### src/rtl/packer_pkg.sv
// Shared widths, lane types and lane-insert helper for the plaintext word packer.
package packer_pkg;

  localparam int unsigned BEAT_W    = 32;
  localparam int unsigned BEATS     = 4;
  localparam int unsigned WORD_W    = BEAT_W * BEATS;
  localparam int unsigned LANE_W    = 2;
  localparam int unsigned LAST_LANE = BEATS - 1;

  typedef logic [LANE_W-1:0] lane_t;
  typedef logic [BEAT_W-1:0] beat_t;
  typedef logic [WORD_W-1:0] word_t;

  // Return w with lane k replaced by beat b (lane 0 = LSBs).
  function automatic word_t place_beat(input word_t w, input lane_t k, input beat_t b);
    word_t r;
    r = w;
    r[k*BEAT_W +: BEAT_W] = b;
    return r;
  endfunction

endpackage

### src/rtl/plaintext_word_packer_if.sv
// Plaintext stream in, FIFO write port out. s_last exists only with PACKER_FLUSH_EN.
interface plaintext_word_packer_if;
  import packer_pkg::*;

  beat_t s_data;
  logic  s_valid;
  logic  s_ready;
`ifdef PACKER_FLUSH_EN
  logic  s_last;
`endif
  word_t fifo_data;
  logic  fifo_wr_en;
  logic  fifo_full;

`ifdef PACKER_FLUSH_EN
  modport master (output s_data, s_valid, s_last, fifo_full,
                  input  s_ready, fifo_data, fifo_wr_en);
  modport slave  (input  s_data, s_valid, s_last, fifo_full,
                  output s_ready, fifo_data, fifo_wr_en);
`else
  modport master (output s_data, s_valid, fifo_full,
                  input  s_ready, fifo_data, fifo_wr_en);
  modport slave  (input  s_data, s_valid, fifo_full,
                  output s_ready, fifo_data, fifo_wr_en);
`endif

endinterface

### src/rtl/packer_out_reg.sv
// Output holding register: keeps a completed word until the FIFO accepts it.
module packer_out_reg
  import packer_pkg::*;
(
  input  logic  clk,
  input  logic  rst_n,
  input  logic  load,
  input  word_t load_data,
  input  logic  fifo_full,
  output logic  out_valid,
  output word_t fifo_data,
  output logic  fifo_wr_en
);

  // Write whenever a word is held and the FIFO has room.
  assign fifo_wr_en = out_valid && !fifo_full;

  // Load only happens with the register empty, so load and write never coincide.
  always_ff @(posedge clk or negedge rst_n) begin
    if (!rst_n) begin
      out_valid <= 1'b0;
      fifo_data <= '0;
    end else if (load) begin
      out_valid <= 1'b1;
      fifo_data <= load_data;
    end else if (fifo_wr_en) begin
      out_valid <= 1'b0;
    end
  end

endmodule

### src/rtl/plaintext_word_packer.sv
// Packs four 32-bit plaintext beats into a 128-bit FIFO word.
// Optional early flush via s_last when PACKER_FLUSH_EN is defined.
module plaintext_word_packer
  import packer_pkg::*;
#(
  parameter int unsigned CNT_W = 16
) (
  input  logic                   clk,
  input  logic                   rst_n,
  plaintext_word_packer_if.slave bus,
  output lane_t                  beat_cnt,
  output logic [CNT_W-1:0]       word_count
);

  word_t asm_buf;
  word_t merged_c;
  word_t load_data_c;
  logic  out_valid;
  logic  accept_c;
  logic  last_c;
  logic  complete_c;
  logic  load_c;
  logic  pend_load_c;

`ifdef PACKER_FLUSH_EN
  // A flushed word parked in asm_buf while the output register is still busy.
  logic flush_pend;

  assign last_c      = bus.s_last;
  assign pend_load_c = flush_pend && !out_valid;
  assign bus.s_ready = !((beat_cnt == lane_t'(LAST_LANE)) && out_valid) && !flush_pend;
`else
  assign last_c      = 1'b0;
  assign pend_load_c = 1'b0;
  assign bus.s_ready = !((beat_cnt == lane_t'(LAST_LANE)) && out_valid);
`endif

  assign accept_c    = bus.s_valid && bus.s_ready;
  assign merged_c    = place_beat(asm_buf, beat_cnt, bus.s_data);
  assign complete_c  = accept_c && ((beat_cnt == lane_t'(LAST_LANE)) || last_c);
  assign load_c      = (complete_c && !out_valid) || pend_load_c;
  assign load_data_c = pend_load_c ? asm_buf : merged_c;

  // Assembly buffer; cleared after each hand-off so unfilled lanes read as zero.
  always_ff @(posedge clk or negedge rst_n) begin
    if (!rst_n) begin
      asm_buf  <= '0;
      beat_cnt <= '0;
    end else if (accept_c) begin
      if (complete_c) begin
        beat_cnt <= '0;
        asm_buf  <= out_valid ? merged_c : '0;
      end else begin
        beat_cnt <= beat_cnt + lane_t'(1);
        asm_buf  <= merged_c;
      end
    end else if (pend_load_c) begin
      asm_buf <= '0;
    end
  end

`ifdef PACKER_FLUSH_EN
  // Track a flushed word waiting for the output register to drain.
  always_ff @(posedge clk or negedge rst_n) begin
    if (!rst_n) begin
      flush_pend <= 1'b0;
    end else if (complete_c && out_valid) begin
      flush_pend <= 1'b1;
    end else if (pend_load_c) begin
      flush_pend <= 1'b0;
    end
  end
`endif

  // Count words actually written into the FIFO.
  always_ff @(posedge clk or negedge rst_n) begin
    if (!rst_n) begin
      word_count <= '0;
    end else if (bus.fifo_wr_en) begin
      word_count <= word_count + CNT_W'(1);
    end
  end

  packer_out_reg u_out_reg (
    .clk        (clk),
    .rst_n      (rst_n),
    .load       (load_c),
    .load_data  (load_data_c),
    .fifo_full  (bus.fifo_full),
    .out_valid  (out_valid),
    .fifo_data  (bus.fifo_data),
    .fifo_wr_en (bus.fifo_wr_en)
  );

endmodule

### src/flat_wrapper.sv
// flat-port wrapper written by rule: the top's interface ports become plain ports
module plaintext_word_packer_flat import packer_pkg::*;
#(
  parameter int unsigned CNT_W = 16
)
  (clk, rst_n, beat_cnt, word_count, bus_s_data, bus_s_valid, bus_fifo_full, bus_s_ready, bus_fifo_data, bus_fifo_wr_en);
  plaintext_word_packer_if bus_i ();
  input  logic clk;
  input  logic rst_n;
  output lane_t beat_cnt;
  output logic [CNT_W-1:0] word_count;
  input wire logic [$bits(bus_i.s_data)-1:0] bus_s_data;
  input wire logic [$bits(bus_i.s_valid)-1:0] bus_s_valid;
  input wire logic [$bits(bus_i.fifo_full)-1:0] bus_fifo_full;
  output wire logic [$bits(bus_i.s_ready)-1:0] bus_s_ready;
  output wire logic [$bits(bus_i.fifo_data)-1:0] bus_fifo_data;
  output wire logic [$bits(bus_i.fifo_wr_en)-1:0] bus_fifo_wr_en;
  assign bus_i.s_data = bus_s_data;
  assign bus_i.s_valid = bus_s_valid;
  assign bus_i.fifo_full = bus_fifo_full;
  assign bus_s_ready = bus_i.s_ready;
  assign bus_fifo_data = bus_i.fifo_data;
  assign bus_fifo_wr_en = bus_i.fifo_wr_en;
  plaintext_word_packer #(.CNT_W(CNT_W)) u_core (.clk(clk), .rst_n(rst_n), .bus(bus_i), .beat_cnt(beat_cnt), .word_count(word_count));
endmodule
### config.mk
export PLATFORM = sky130hd
export DESIGN_NAME = plaintext_word_packer_flat
export DESIGN_NICKNAME = d
export VERILOG_FILES = /design/src/rtl/packer_pkg.sv /design/src/rtl/plaintext_word_packer_if.sv /design/src/rtl/packer_out_reg.sv /design/src/rtl/plaintext_word_packer.sv /design/src/flat_wrapper.sv
export SDC_FILE = /design/constraint.sdc
export NUM_CORES = 1
export LEC_CHECK = 0
export BUFFER_PORTS_ARGS = -buffer_cell sky130_fd_sc_hd__buf_4
export CAP_MARGIN = 20
export CORE_MARGIN = 2
export CORE_UTILIZATION = 45
export DETAILED_ROUTE_END_ITERATION = 16
export PLACE_DENSITY = 0.66
export SLEW_MARGIN = 15
export SYNTH_ARGS = -nofsm -noshare
export SYNTH_HDL_FRONTEND = slang
export SYNTH_SLANG_ARGS = --single-unit
### constraint.sdc
create_clock -name clk -period 2.8 [get_ports clk]
set_clock_uncertainty 0.2 [all_clocks]
set_input_delay 0.28 -clock clk [delete_from_list [all_inputs] [get_ports clk]]
set_output_delay 0.28 -clock clk [all_outputs]
set_load 0.02 [all_outputs]
Yosys cells after proc, flatten, opt, wreduce, memory -nomap -nowiden. Index checks and enable logic that the tools add are counted.

Register bits after elaboration: 275. Word-level logic and storage cells: 26.

Add/subtract/negate cells: 3. Equality and inequality tests: 1. Shift-type cells: 2. Muxes and demuxes: 6. Reductions and logical operators: 9.

Operators by type and width (number): 2-to-1 mux 128 bit (2); bitwise mux 128 bit (1); variable shift 32 x 34 -> 128 bit, first input constant (1); indexed part select 32 x 34 -> 128 bit (1); negation 7 -> 34 bit (1); adder 16 x 1 -> 16 bit, second input constant (1); logical AND 1 bit (5); zero test 1 bit (3); adder 2 x 1 -> 2 bit, second input constant (1); == test 2 bit, second input constant (1); 2-to-1 mux 1 bit (2); 2-to-1 mux 2 bit (1); nonzero test 2 bit (1).

Depth between registers and ports, before layout.
Word-level depth: 7. Mapped depth: 9.

Modules after synthesis. Synthesis repeated with hierarchy kept, for this count alone.

Cells, all modules: 1165. Area total of the unflattened synthesis: 12593.3 sq um.

Modules (own cells, without submodules): plaintext_word_packer (times used 1, cells an instance 892, area an instance 7758.7 sq um, seq. area each 3653.5 sq um); packer_out_reg (times used 1, cells an instance 273, area an instance 4834.6 sq um, seq. area each 3228.1 sq um).

Worst setup path after synthesis. OpenSTA, ideal clock, no wires.

Path type: register to register. Start point: register u_core.beat_cnt[0]. End point: register u_core.asm_buf[10]. Setup time: 132 ps. Data arrival time: 1990 ps. Data required time: 2468 ps. Setup slack: 478 ps. Cell stages (with the launch flop): 10. Buffers on the path: 3. Clock period less this slack: 2322 ps. Path through: dfrtp_1 -> inv_1 -> ha_1 -> and4bb_1 -> buf_2 -> and2_1 -> buf_2 -> buf_4 -> a21oi_1 -> o21ai_1.

Cells in the longest elaborated chain, start to end: 6. Elaborated cells on any way between the ends: 11. Classes of those cells: add/sub: 1; eq/ne: 1; shift: 2; mux: 3; reduce/logical: 4.

Ends and longest elaborated chain: start, declared (RTL line plaintext_word_packer.sv:11) `output lane_t beat_cnt,`; start signal, assigned (RTL line plaintext_word_packer.sv:54) `beat_cnt <= beat_cnt + lane_t'(1);`; parallel branches: the longest is 6 deep, another holds negation 7 -> 34 bit; end signal, assigned (RTL line plaintext_word_packer.sv:52) `asm_buf <= out_valid ? merged_c : '0;`; end signal, assigned (RTL line plaintext_word_packer.sv:55) `asm_buf <= merged_c;`; end, declared (RTL line plaintext_word_packer.sv:15) `word_t asm_buf;`.

Several ways; the timed one is not identified. A chain may end at the register's enable or synchronous reset.

Worst setup path in the final report.
Start point: register u_core.beat_cnt[1]. End point: register u_core.asm_buf[0].

The elaborated chain is that of the path after synthesis.

==> impl_metrics.tcl <==
set metrics [dict create \
    status "complete, no violations" \
    io_pins 184 \
    crit_arrival_ns 2.77 \
    start_kind "register" \
    gp_congestion 0.815 \
    root_buffer "clkbuf_16" \
    p_per_area_mw_per_mm2 1150 \
    core_area_mm2 0.0228 \
    rsz0062_at_grt "false" \
    synth-seq-area-share 0.579 \
    finalHoldViolations 0 \
    dieArea_mm2 0.0246 \
    hpwlAfterDp_um 18000 \
    synthCells 1086 \
    relSlewSlack 0.481 \
    fin_crit_sh 0.911 \
    rows 55 \
    routed_via_density 5.32 \
    cts_num_sinks 243 \
    tns_ns 0 \
    initialDrtViolationCount 444 \
    r2r-end "u_core.asm_buf[0]" \
    place_inst 1538 \
    die_w_um 157 \
    clockBufferDepth 3 \
    grt_pass1_wl_um 46000 \
    final_nets 1329 \
    ys_warn_count 0 \
    r2r-start "u_core.beat_cnt[1]" \
    ant_nets 0 \
    final_max_slew_viol_count 0 \
    finalWirelength_um 28600 \
    cts.htree.levels 1 \
    netlist_area_mm2 0.0105 \
    critPathRequiredTime_ns 3.02 \
    cp_max_fo 32 \
    layout_commonest_cell "dfrtp_1" \
    layout_common_cells "243 x dfrtp_1, 210 x buf_4, 198 x nand2_1, 184 x a21oi_1, 137 x o21ai_0" \
    drc 0 \
    fin_crit_ns 2.55 \
    initial_core_util 0.461 \
    hold_start "bus_s_valid" \
    vdd_drop_max_uv 556 \
    area_delta_synth_final_pct 29.9 \
    critical_path_class "reg2reg" \
    ys_seq_elements 243 \
    drive_gt1_frac 0.214 \
    r2r_setup_slack_ns 0.25 \
    worstSetupEndpointType "register" \
    hold_class "in2reg" \
    portBuffers 183 \
    first_global_vias 8481 \
    firstDrtPassIters 6 \
    instances_no_fill 1620 \
    vias 8611 \
    rr_worst_depth 6 \
    drv_cap 0 \
    tightest_slew_ns 0.779 \
    cts.clk_slew.worst_paths_ns 0.06 \
    clkLatencyLatePin_ns 0.52 \
    holdPathEnd "u_core.beat_cnt[1]" \
    setup_viol 0 \
    wl_per_cell_um 17.7 \
    gr-total-overflow 0 \
    cts_buffers 26 \
    fmax_ghz 0.392 \
    die_height_um 157 \
    cts_tree "yes" \
    hold_depth 4 \
    grt_use_total 0.234 \
    synth_area_per_cell_um2 9.67 \
    synth_cell_type_count 37 \
    power_leakage_nw 6.37 \
    synth_fp_nets 1128 \
    grt_max_degree 148 \
    grt_antenna_before_repair 0 \
    n_antenna_cell 0 \
]
## routing by layer
| layer | track usage | up-vias | wire length, µm |
|---|---|---|---|
| li1 | - | 4128 | - |
| met4 | 0.0524 | 0 | 502 |
| met2 | 0.376 | 225 | 13400 |
| met3 | 0.0457 | 31 | 1710 |
| met1 | 0.331 | 4227 | 13000 |
| met5 | 0 | - | 0 |
## Yosys cell counts (all sizes together)
master  count  area, µm²
a21bo       1       10.0
a21boi      1       7.51
a21oi     184        921
a22o       39        342
a31oi       1       6.26
and2        1       6.26
and3        2       12.5
and4        3       26.3
and4b       1       10.0
and4bb      1       12.5
buf        35        201
clkbuf     43        161
dfrtp     243       6080
ha          6       75.1
inv         4       15.0
mux2        1       11.3
nand2     198        743
nand2b      2       20.0
nand3       3       15.0
nand3b      1       20.0
nand4       4       25.0
nor2        3       13.8
nor2b      98        613
nor3        6       46.3
nor4        2       33.8
o21ai     187        936
o22ai       1       6.26
xnor2      10       87.6
xor2        5       43.8
## cell type report
type                            count  area [µm²]
Clock inverter                     18         304
Inverter                            4        15.0
Sequential cell                   243        6080
Tap cell                          313         392
Fill cell                        1963        9140
Clock buffer                       30         717
Timing Repair Buffer              251        2040
Multi-Input combinational cell    761        4090
## repair_timing
item	4_1_cts	5_1_grt
hold buffers	34	0
endpoints found under the setup margin	0	1
endpoints found under the hold margin	303	0
setup buffers	0	0
gates resized for setup	0	1
## state kept, by name, indices dropped and copies added (netlist names)
signal                      count
u_core.word_count              16
u_core.u_out_reg.fifo_data    128
u_core.asm_buf                 96
u_core.u_out_reg.out_valid      1
u_core.beat_cnt                 2
## cell families after synthesis
group                      Yosys count  synth area share
DFF                                243             0.579
xor gates and xnor gates            15            0.0125
adders and majority gates            6           0.00715
muxes                                1           0.00107
AOI/OAI and AO/OA                  414             0.212
and+or+nand+nor                    325             0.152
buffers and inverters               82            0.0360
## through the flow
stage | cell area [µm²] | worst slack, ns | hold slack, ns | util | power (mW)
after floorplan | 10500 | 0.478 | -0.216 | - | 9.29
after global placement | 12300 | 0.364 | 0.119 | 0.539 | 11.5
after detailed placement | 12300 | 0.235 | 0.114 | 0.539 | 11.7
after CTS | 13600 | 0.104 | 0.119 | 0.599 | 15.8
after global routing | 13600 | 0.0655 | 0.183 | 0.599 | 16.8
final | 13600 | 0.249 | 0.129 | 0.599 | 15.7
## critical path, stage by stage, from the launching register on
cell	delay [ns]
dfrtp_1	0.43
inv_1	0.16
ha_2	0.34
and4bb_2	0.31
and2_2	0.66
a21oi_1	0.15
o21ai_0	0.21
## power by group
part           leakage [nW]  internal (mW)  total [mW]  switching (mW)
Clock                 0.492           2.57        4.01            1.44
Combinational          2.73           2.47        6.07            3.60
Sequential             3.15           4.88        5.63           0.749
## worst max path at each step
stage | to | from | depth (start not counted) | slack, ns
detailed placement | u_core.asm_buf[0] | u_core.beat_cnt[1] | 6 | 0.23
floorplan | u_core.asm_buf[10] | u_core.beat_cnt[0] | 9 | 0.48
finish | u_core.asm_buf[0] | u_core.beat_cnt[1] | 6 | 0.25
CTS | bus_s_ready | u_core.beat_cnt[0] | 5 | 0.10
global placement | u_core.asm_buf[0] | u_core.beat_cnt[1] | 6 | 0.36
global route | u_core.asm_buf[0] | u_core.beat_cnt[1] | 6 | 0.07
Note: power is estimated with default switching activity, not from simulation.
